### src/rtl/logic_unit_arbiter_16_pkg.sv
// Shared constants for the two-requester logic-unit arbiter: opcodes and widths.
// No logic; imported by the arbiter and its datapath.
package logic_unit_arbiter_16_pkg;

  localparam int W_DEFAULT = 16;
  localparam int ID_W      = 1;

  typedef logic [1:0] op_t;

  localparam op_t OP_AND  = 2'b00;
  localparam op_t OP_NAND = 2'b01;
  localparam op_t OP_OR   = 2'b10;
  localparam op_t OP_XOR  = 2'b11;

endpackage

### src/rtl/logic_unit_arbiter_16_bitwise_unit.sv
// Combinational W-bit AND/NAND/OR/XOR built only from 2-input NAND terms.
// Zero latency; no flow control.
module bitwise_unit_16
  import logic_unit_arbiter_16_pkg::*;
#(
  parameter int W = W_DEFAULT
) (
  input  logic [W-1:0] a,
  input  logic [W-1:0] b,
  input  op_t          op,
  output logic [W-1:0] y
);

  logic [W-1:0] n_ab;
  logic [W-1:0] n_aa;
  logic [W-1:0] n_bb;
  logic [W-1:0] and_y;
  logic [W-1:0] or_y;
  logic [W-1:0] xor_y;
  logic [W-1:0] x_l;
  logic [W-1:0] x_r;

  assign n_ab  = ~(a & b);
  assign n_aa  = ~(a & a);
  assign n_bb  = ~(b & b);
  assign and_y = ~(n_ab & n_ab);
  assign or_y  = ~(n_aa & n_bb);
  // Classic four-NAND XOR sharing the a-NAND-b term.
  assign x_l   = ~(a & n_ab);
  assign x_r   = ~(b & n_ab);
  assign xor_y = ~(x_l & x_r);

  always_comb begin
    y = and_y;
    case (op)
      OP_AND:  y = and_y;
      OP_NAND: y = n_ab;
      OP_OR:   y = or_y;
      OP_XOR:  y = xor_y;
      default: y = and_y;
    endcase
  end

endmodule

### src/rtl/logic_unit_arbiter_16.sv
// Round-robin shares one bitwise unit between two requesters; result registered, one cycle from accept.
// Accepts only when the result slot is empty or draining; resp stalls hold data and block both requesters.
module logic_unit_arbiter_16
  import logic_unit_arbiter_16_pkg::*;
#(
  parameter int W = W_DEFAULT
) (
  input  logic         clk,
  input  logic         rst_n,
  input  logic [1:0]   req_valid,
  output logic [1:0]   req_ready,
  input  logic [W-1:0] req_a0,
  input  logic [W-1:0] req_b0,
  input  op_t          req_op0,
  input  logic [W-1:0] req_a1,
  input  logic [W-1:0] req_b1,
  input  op_t          req_op1,
  output logic         resp_valid,
  input  logic         resp_ready,
  output logic [W-1:0] resp_data,
  output logic         resp_id,
  output logic         resp_zero
);

  logic         last_grant;
  logic         slot_free;
  logic [1:0]   grant;
  logic         sel;
  logic [W-1:0] op_a;
  logic [W-1:0] op_b;
  op_t          op_sel;
  logic [W-1:0] unit_y;

  assign slot_free = !resp_valid || resp_ready;

  // Gating on rst_n keeps req_ready low for the whole reset, not just after the first edge.
  always_comb begin
    grant = 2'b00;
    if (rst_n && slot_free) begin
      case (req_valid)
        2'b01:   grant = 2'b01;
        2'b10:   grant = 2'b10;
        2'b11:   grant = last_grant ? 2'b01 : 2'b10;
        default: grant = 2'b00;
      endcase
    end
  end

  assign req_ready = grant;
  assign sel       = grant[1];
  assign op_a      = sel ? req_a1  : req_a0;
  assign op_b      = sel ? req_b1  : req_b0;
  assign op_sel    = sel ? req_op1 : req_op0;

  bitwise_unit_16 #(.W(W)) u_unit (
    .a  (op_a),
    .b  (op_b),
    .op (op_sel),
    .y  (unit_y)
  );

  always_ff @(posedge clk or negedge rst_n) begin
    if (!rst_n) begin
      resp_valid <= 1'b0;
      resp_data  <= '0;
      resp_id    <= 1'b0;
      resp_zero  <= 1'b0;
      last_grant <= 1'b1;
    end else if (grant != 2'b00) begin
      resp_valid <= 1'b1;
      resp_data  <= unit_y;
      resp_id    <= sel;
      resp_zero  <= (unit_y == '0);
      last_grant <= sel;
    end else if (resp_ready) begin
      resp_valid <= 1'b0;
    end
  end

endmodule
### config.mk
export PLATFORM = sky130hd
export DESIGN_NAME = logic_unit_arbiter_16
export DESIGN_NICKNAME = d
export VERILOG_FILES = /design/src/rtl/logic_unit_arbiter_16_pkg.sv /design/src/rtl/logic_unit_arbiter_16_bitwise_unit.sv /design/src/rtl/logic_unit_arbiter_16.sv
export SDC_FILE = /design/constraint.sdc
export NUM_CORES = 1
export LEC_CHECK = 0
export ABC_CLOCK_PERIOD_IN_PS = 3000
export BUFFER_PORTS_ARGS = -buffer_cell sky130_fd_sc_hd__buf_2
export CORE_ASPECT_RATIO = 1.25
export CORE_UTILIZATION = 40
export CTS_CLUSTER_SIZE = 12
export DETAILED_ROUTE_END_ITERATION = 12
export PLACE_DENSITY_LB_ADDON = 0.25
export SETUP_SLACK_MARGIN = 0.1
export SYNTH_ARGS = -nofsm -noshare
export SYNTH_HDL_FRONTEND = slang
export SYNTH_SLANG_ARGS = --single-unit
### constraint.sdc
create_clock -name clk -period 3 [get_ports clk]
set_input_delay 0.3 -clock clk [delete_from_list [all_inputs] [get_ports clk]]
set_output_delay 0.3 -clock clk [all_outputs]
set_load 0.005 [all_outputs]
After elaboration in Yosys (flattened, before gate mapping)
Cells that the tools add are included.
{ "word_totals": {"regBits": 20, "input_bits": 73, "out_inout_bits": 21, "wordCells": 43} }
{ "op_classes": {"eq_ne": 6, "muxes": 9, "n_bitwise": 16, "reduce_logical": 7} }
{ "ops": {"columns": ["cell", "count"], "rows": [
  ["$and A16 B16 Y16", 8],
  ["$not A16 Y16", 8],
  ["$pmux W16 S4", 1],
  ["$mux W16", 2],
  ["$logic_not A16 Y1", 1],
  ["$eq A2 B2 Y1 const B", 4],
  ["$mux W2", 3],
  ["$pmux W2 S3", 1],
  ["$eq A2 B1 Y1 const B", 2],
  ["$reduce_bool A2 Y1", 2],
  ["$logic_not A2 Y1", 1],
  ["$mux W1", 2],
  ["$logic_and A1 B1 Y1", 1],
  ["$logic_not A1 Y1", 1],
  ["$logic_or A1 B1 Y1", 1]
]} }

Longest topological paths before layout
Gate-level depths: netlist (run 1).
{ "depth": {"ltp_word": 13, "depth_mapped": 16, "ltp_nobuf": 14} }

Cells and area by module
From an unflattened synthesis (run 1), not the netlist that was laid out.
{ "unflattened": {"cells_unflattened": 246, "area_unflattened_um2": 2434.8} }
{ "modules_own_cells": {"columns": ["module", "n_inst", "cells_per_inst", "area_each_um2", "seq_area_each_um2"], "rows": [
  ["logic_unit_arbiter_16", 1, 92, 1360.1, 501.7],
  ["bitwise_unit_16", 1, 154, 1074.8, 0.0]
]} }

Worst setup path after synthesis (run 1)
OpenSTA, ideal clock, no wires.
{ "synth_path": {"path_kind": "register to register", "from": "register last_grant", "to": "register resp_zero", "setup_ns": 0.092, "arrival_ns": 3.072, "required_time_ns": 2.908, "path_slack_ns": -0.164, "stages_incl_launch_ff": 16, "n_path_buf": 2, "period_less_slack_ns": 3.164, "cell_sequence": "dfstp_2 a21boi_2 nand3_1 buf_2 buf_1 nand2_1 nand2_1 inv_1 ha_1 nand2b_1 a2111oi_0 a211oi_1 a221o_1 a311oi_2 nand3_1 o31ai_2"} }
{ "synth_between": {"elab_chain_len": 12, "elab_cells_between_ends": 29, "classes_between": "eq/ne: 3; mux: 7; bitwise: 16; reduce/logical: 3"} }
{ "synth_rtl": {"columns": ["element", "line", "rtl"], "rows": [
  ["start: declaration", "logic_unit_arbiter_16.sv:25", "logic last_grant;"],
  ["start signal: assignment", "logic_unit_arbiter_16.sv:74", "last_grant <= sel;"],
  ["$mux W2 (*)", "logic_unit_arbiter_16.sv:43", "2'b11: grant = last_grant ? 2'b01 : 2'b10;"],
  ["$pmux W2 S3 (*)", "logic_unit_arbiter_16.sv:40", "case (req_valid)"],
  ["$mux W2 (*)", "logic_unit_arbiter_16.sv:39", "if (rst_n && slot_free) begin"],
  ["$mux W16 (on tied branches)", "logic_unit_arbiter_16.sv:51, logic_unit_arbiter_16.sv:52", null],
  ["$and A16 B16 Y16", "logic_unit_arbiter_16_bitwise_unit.sv:23", "assign n_ab = ~(a & b);"],
  ["$not A16 Y16", "logic_unit_arbiter_16_bitwise_unit.sv:23", null],
  ["$and A16 B16 Y16 (on tied branches)", "logic_unit_arbiter_16_bitwise_unit.sv:29, logic_unit_arbiter_16_bitwise_unit.sv:30", null],
  ["$not A16 Y16 (on tied branches)", "logic_unit_arbiter_16_bitwise_unit.sv:29, logic_unit_arbiter_16_bitwise_unit.sv:30", null],
  ["$and A16 B16 Y16", "logic_unit_arbiter_16_bitwise_unit.sv:31", "assign xor_y = ~(x_l & x_r);"],
  ["$not A16 Y16", "logic_unit_arbiter_16_bitwise_unit.sv:31", null],
  ["$pmux W16 S4", "logic_unit_arbiter_16_bitwise_unit.sv:35", "case (op)"],
  ["$logic_not A16 Y1", "logic_unit_arbiter_16.sv:73", "resp_zero <= (unit_y == '0);"],
  ["end signal: assignment", "logic_unit_arbiter_16.sv:73", null],
  ["end: declaration", "logic_unit_arbiter_16.sv:22", "output logic resp_zero"]
]} }
Mark *: on every way between the ends. The rest lies on a longest branch, timed or not.
A chain may end at the register's enable or synchronous reset.

Final worst setup path (run 1)
Same ends and word-level chain as after synthesis.

==> impl_metrics.py, run 1 <==
metrics = {
    "placed_design": {
        "dpl-instance-area_um2": 3138,
        "hpwl_um": 5357,
        "numPlacedInstances": 506,
        "gp_congestion": 0.9402,
        "portBuffers": 93,
    },
    "pwr": {
        "peakVddDrop_mv": 0.2724,
        "p_leak_uw": 0.001824,
        "p_total_uw": 1465,
        "power.density_nw_per_um2": 424.3,
    },
    "global_routing": {
        "grt-ovfl-total": 0,
        "grt_pass1_wl_um": 10910,
        "grt_pass1_vias": 2324,
        "antenna_found_initial": 0,
        "grtUsageTotal": 0.2009,
        "grt_max_degree": 31,
    },
    "floorplanning": {
        "core_area_um2": 6286,
        "initial_core_util": 0.4202,
        "rows": 32,
        "ios": 94,
        "die_h_um": 92.85,
        "die_w_um": 74.68,
        "die-area_um2": 6934,
    },
    "synthesis": {
        "synth_most_common_cell": "nand2_1",
        "syn-mean-instance-area_um2": 7.746,
        "synthFlopType": "dfrtp_1",
        "async_flop_share": 1.000,
        "yosys-top-cells-count": "nand2_1 (64), inv_1 (35), ha_1 (32), nor2_1 (32), a21oi_1 (25)",
        "synth_warnings": 0,
        "seq_area_frac_synth": 0.1900,
        "synth.top_cell.area_share": 0.1800,
        "synth_edf_count": 0,
        "synth_fp_nets": 446,
        "synth.distinct_cells": 56,
        "ys_ff_latch": 20,
        "syn_inst": 341,
        "synth_area_leaders": "dfrtp_1 (18%), ha_1 (15%), nand2_1 (9.1%)",
        "synth_top_cell_by_area": "dfrtp_1",
        "syn_area_um2": 2641,
    },
    "timing": {
        "drv_slew": 0,
        "clock.fmax_mhz": 344.2,
        "period_share": 0.9684,
        "fin_worst_skew_ns": 0.003774,
        "worst_pin_slew_ns": 0.8065,
        "setup_viol": 0,
        "rsz0062_at_grt": "yes",
        "hold_viol": 0,
        "setup_tns_ns": 0,
        "post-route-min-period_ns": 2.905,
        "slew_headroom": 0.4574,
    },
    "final_layout": {
        "syn_to_final_growth_pct": 30.70,
        "layout-drive-gt1-share": 0.3394,
        "antennaDiodeCount": 0,
        "n_fill_cell": 627,
        "fin_util": 0.5492,
        "nets": 542,
        "multi_input_area_um2": 1996,
        "final_cells": 521,
        "fin_area_um2": 3452,
        "ff_latch_area_um2": 501.7,
    },
    "worst_hold_path": {
        "worstHoldPathType": "input pin to asynchronous set/reset pin",
    },
    "drt": {
        "wl_um": 7156,
        "route.detailed.drc": 0,
        "detail_route.vias_per_cell": 5.157,
        "firstDrtPassIters": 4,
        "drt_iter0_drc": 206,
        "vias": 2687,
        "wl_per_cell_um": 13.74,
        "drtAntennaViolNets": 0,
    },
    "critical_path": {
        "path_class": "flop to flop",
        "worstSetupEndpointType": "flop",
        "path_max_fanout": 5,
        "worst_ep_arrival_time_ns": 3.09,
        "critical_path_required_ns": 3.18,
        "critPathLaunchType": "flop",
    },
    "flow_run": {
        "drv_cap": 0,
    },
    "run_status": {
        "outcome": "completed",
    },
    "cts": {
        "clock_path_buffers": 2,
        "clock_latency_ns": 0.26,
        "clock-root-buffer": "clkbuf_8",
        "tritoncts": "built",
        "cts_buffers": 3,
        "clkTransAtPathRegs_ns": 0.08,
        "cts_max_level": 1,
        "hold_buffers": 0,
        "clock-sinks": 20,
    },
}
metrics by stage:
stage / setup slack (ns) / hold WS, ns
5_1_grt: 0.005729 / 0.1685
3_3_place_gp: 0.1502 / 0.3735
3_5_place_dp: 0.05143 / 0.3664
4_1_cts: 0.1037 / 0.1099
6_report: 0.09487 / 0.1407
2_1_floorplan: 0.1118 / 0.004409
final timing paths:
check / startpoint / end / slack [ns] / cells after the start
min in group clk: rst_n / last_grant / 0.46 / 4
worst max register to register: last_grant / resp_zero / 0.09 / 11
max in group asynchronous: rst_n / last_grant / 2.56 / 2
worst min-delay path: rst_n / resp_zero / 0.14 / 2
worst max-delay path: last_grant / resp_zero / 0.09 / 11
worst min register to register: resp_data[14] / resp_data[14] / 0.49 / 1
cell usage in the layout, fill, tap and decap left out, types with 3 or more instances in the layout:
cell,count
a211oi_1,10
a21oi_1,25
a221oi_1,3
a311oi_2,3
a31oi_1,5
a32oi_1,4
buf_2,93
buf_4,14
clkbuf_8,3
dfrtp_1,19
ha_1,31
inv_1,35
mux2i_1,14
nand2_1,63
nand2b_1,9
nor2_1,32
nor3_1,6
o31ai_4,3
or3_1,5
xor2_1,6
worst max-delay path: stages, from the launching register on:
cell       delay, ns
dfstp_2         0.59
a21boi_4        0.08
nand3_4         0.13
mux2i_4         0.29
ha_4            0.23
nand2b_4        0.14
a2111oi_4       0.38
a211oi_2        0.08
a221o_1         0.32
a311oi_2        0.27
nand4_1         0.13
o31ai_2         0.18
sequential cells by signal, indices dropped and copies added, names as in the netlist:
signal and flops:
resp_zero 1, last_grant 1, resp_id 1, resp_valid 1
resp_data 16
kinds of logic after synthesis:
| group | count (synthesis) | share of synthesized area |
|---|---|---|
| and+or+nand+nor | 133 | 0.2383 |
| AOI/OAI and AO/OA | 75 | 0.2212 |
| buffers and inverters | 57 | 0.1118 |
| adders and majority gates | 32 | 0.1516 |
| DFF | 20 | 0.1900 |
| muxes | 16 | 0.06063 |
| xor gates and xnor gates | 8 | 0.02653 |
layout make-up:
| type | instances | share of cell area |
|---|---|---|
| Timing Repair Buffer | 110 | 0.1841 |
| Sequential cell | 20 | 0.1453 |
| Clock buffer | 3 | 0.01196 |
| Clock inverter | 1 | 0.008699 |
| Tap cell | 85 | 0.03081 |
| Inverter | 37 | 0.04096 |
| Multi-Input combinational cell | 265 | 0.5781 |
layer usage:
metal  wire length (um)  GRT usage  vias to the layer above
met5                  0          0                        -
met4                 65    0.04874                        0
met3                260    0.01197                        8
met2               3562     0.3318                       85
met1               3267     0.2804                     1225
li1                   -          -                     1369
power by group:
part	internal [uW]	switching, uW	leakage, uW
logic	355	420	0.00157
clock network	178	92.0	0.0000357
registers	365	54.5	0.000223
what timing repair did:
item,CTS,global route
setup endpoints to repair,1,1
gates resized for setup,1,18
buffers inserted,0,9
pin swaps,0,8
endpoints found under the hold margin,0,0
cloned,0,2
(Power assumes the default switching activity.)
==> run 2, diff against run 1 <==
--- a/config.mk
+++ b/config.mk
@@ -6,11 +6,12 @@
 export NUM_CORES = 1
 export LEC_CHECK = 0
 export ABC_CLOCK_PERIOD_IN_PS = 3000
-export BUFFER_PORTS_ARGS = -buffer_cell sky130_fd_sc_hd__buf_2
+export BUFFER_PORTS_ARGS = -buffer_cell sky130_fd_sc_hd__buf_4
 export CORE_ASPECT_RATIO = 1.25
 export CORE_UTILIZATION = 40
 export CTS_CLUSTER_SIZE = 12
 export DETAILED_ROUTE_END_ITERATION = 12
+export MAX_ROUTING_LAYER = met4
 export PLACE_DENSITY_LB_ADDON = 0.25
 export SETUP_SLACK_MARGIN = 0.1
 export SYNTH_ARGS = -nofsm -noshare
==> run 2 against run 1 <==
  * Via count is 0.15% lower
  * Total power is 1.9% higher
  * First-iteration DRC count is 38% lower
  * Sequential share of layout area is 0.29 points lower
  * Count of clock-buffer cells in the layout stayed put
  * Routed wire length is 0.35% lower
  * Core utilization is 1.1 points higher
  * Maximum frequency is 1.2% higher
  * Clock skew is 0.00086 ns lower
  * Highest routed layer unchanged
==> impl_metrics.py, run 2 (same netlist as run 1, synthesis figures left out) <==
metrics = {
    "run_status": {
        "outcome": "completed",
    },
    "final_layout": {
        "top_register": "resp_data",
        "antennaDiodeCount": 0,
        "final_common_cell": "buf_4",
        "syn_to_final_growth_pct": 33.35,
        "nets": 537,
        "largest_register_ffs": 16,
        "layout-drive-gt1-share": 0.3132,
        "n_fill_cell": 635,
        "final_cell_mix": "buf_4 (104), nand2_1 (64), inv_1 (35), nor2_1 (32), ha_1 (32)",
        "fin_util": 0.5603,
        "final_cells": 516,
    },
    "timing": {
        "slew_headroom": 0.4356,
        "rsz0062_at_grt": "yes",
        "layout_setup_ws_ns": 0.1299,
        "fin_worst_skew_ns": 0.002918,
        "post-route-min-period_ns": 2.870,
        "drv_slew": 0,
        "clock.fmax_mhz": 348.4,
        "holdWs_ns": 0.08123,
        "setup_tns_ns": 0,
        "setup_viol": 0,
        "worst_pin_slew_ns": 0.8389,
        "hold_viol": 0,
        "period_share": 0.9567,
    },
    "global_routing": {
        "met3_usage": 0.01306,
        "grt-ovfl-total": 0,
        "met1_usage": 0.2939,
        "grtUsageTotal": 0.2218,
        "busiest_layer": "met2",
        "grt_pass1_wl_um": 11630,
        "use_met2": 0.3574,
        "grt_max_degree": 29,
        "grt_pass1_vias": 2525,
        "antenna_found_initial": 0,
    },
    "critical_path": {
        "regToRegSetupSlack_ns": 0.13,
        "cp-endpoint": "resp_zero",
        "crit_path_max_incr_delay_ns": 0.58,
        "slowest_stage": "dfstp_2",
        "worstSetupEndpointType": "flop",
        "reg2reg_depth": 11,
        "timing.rr.end": "resp_zero",
        "path_class": "flop to flop",
        "critPathLaunchType": "flop",
        "critical_path.startpoint": "last_grant",
        "r2r-start": "last_grant",
        "worst_ep_arrival_time_ns": 3.05,
        "crit_chain": "a21boi_4, nand3_4, mux2i_2, ha_1, nand2b_1, a2111oi_1, a211oi_1, a221o_1, a311oi_2, nand3_1, o31ai_2",
        "crit_cells": 11,
        "critical_path_required_ns": 3.18,
        "crit_family": "compound AO/OA/AOI/OAI gates",
        "cp_num_buf_inv": 0,
        "path_max_fanout": 5,
    },
    "flow_run": {
        "drv_cap": 0,
    },
    "cts": {
        "cts_max_level": 1,
        "clock-root-buffer": "clkbuf_8",
        "clock_latency_ns": 0.26,
        "clock_path_buffers": 2,
        "clkTransAtPathRegs_ns": 0.07,
        "cts_buffers": 3,
        "clock-sinks": 20,
        "tritoncts": "built",
        "hold_buffers": 0,
    },
    "worst_hold_path": {
        "worstHoldPathType": "input pin to asynchronous set/reset pin",
    },
    "drt": {
        "route.detailed.drc": 0,
        "drt_iter0_drc": 127,
        "wl_per_cell_um": 13.82,
        "detail_route.vias_per_cell": 5.200,
        "wl_um": 7131,
        "drtAntennaViolNets": 0,
        "vias": 2683,
        "firstDrtPassIters": 5,
    },
    "pwr": {
        "p_leak_uw": 0.001842,
        "power.density_nw_per_um2": 423.6,
        "peakVddDrop_mv": 0.2541,
    },
    "placed_design": {
        "portBuffers": 93,
        "place_ws_ns": 0.02664,
        "hpwl_um": 5686,
        "gp_congestion": 0.8852,
        "numPlacedInstances": 510,
    },
    "floorplanning": {
        "die_h_um": 92.85,
        "initial_core_util": 0.4202,
        "die_w_um": 74.68,
        "ios": 94,
        "core_area_um2": 6286,
        "die-area_um2": 6934,
        "rows": 32,
    },
}
==> run 2: cell types whose count changed in the layout (fill, tap and decap cells not counted), sizes merged <==
cell,change
buf,-4
clkinv,+1
inv,-1
clkbuf,-1
==> run 2: timing repair <==
action | in CTS | in global routing
pin swaps | 1 | 2
resized for setup | 3 | 5
endpoints found under the setup margin | 1 | 1
gates cloned | 1 | 0
buffers inserted | 0 | 1
==> run 2: cell type report <==
cell class                 instances  area (um2)  area share
timing repair buffer             105       792.0      0.2249
tap                               85       106.4     0.03020
inverter                          37       140.1     0.03979
multi-input combinational        265        1911      0.5425
clock buffer                       3       41.29     0.01172
sequential                        20       501.7      0.1425
clock inverter                     1       30.03    0.008526
==> run 2: worst register-to-register path, cell delays in order, from the launching register on <==
cell	delay, ns
dfstp_2	0.58
a21boi_4	0.08
nand3_4	0.14
mux2i_2	0.28
ha_1	0.27
nand2b_1	0.15
a2111oi_1	0.35
a211oi_1	0.09
a221o_1	0.32
a311oi_2	0.20
nand3_1	0.12
o31ai_2	0.21
==> run 2: worst min-delay path by stage <==
stage / end / slack, ns / depth (start not counted) / startpoint
final: resp_id / 0.08 / 2 / rst_n
after global routing: resp_data[12] / 0.10 / 2 / rst_n
after CTS: resp_data[12] / 0.09 / 2 / rst_n
after detailed placement: resp_id / 0.33 / 2 / rst_n
after global placement: resp_id / 0.34 / 2 / rst_n
after floorplan: resp_data[0] / 0.004 / 0 / rst_n
==> run 2: power by group <==
group	switching, uW	internal (uW)	leakage [uW]
Sequential	57.6	365	0.000223
Clock	88.0	178	0.0000357
Combinational	402	401	0.00158
==> run 2: stage by stage <==
| stage | total power (uW) | instance area, um2 |
|---|---|---|
| 3_5_place_dp | 1214 | 3388 |
| 4_1_cts | 1493 | 3485 |
| 3_3_place_gp | 1197 | 3388 |
| 2_1_floorplan | 889.8 | 2663 |
| 5_1_grt | 1623 | 3522 |
| 6_report | 1492 | 3522 |
==> run 2: metal layers <==
| metal | vias to the layer above | wire length (um) |
|---|---|---|
| met1 | 1224 | 3105 |
| met3 | 11 | 335 |
| met5 | - | 0 |
| li1 | 1362 | - |
| met2 | 86 | 3571 |
| met4 | 0 | 118 |
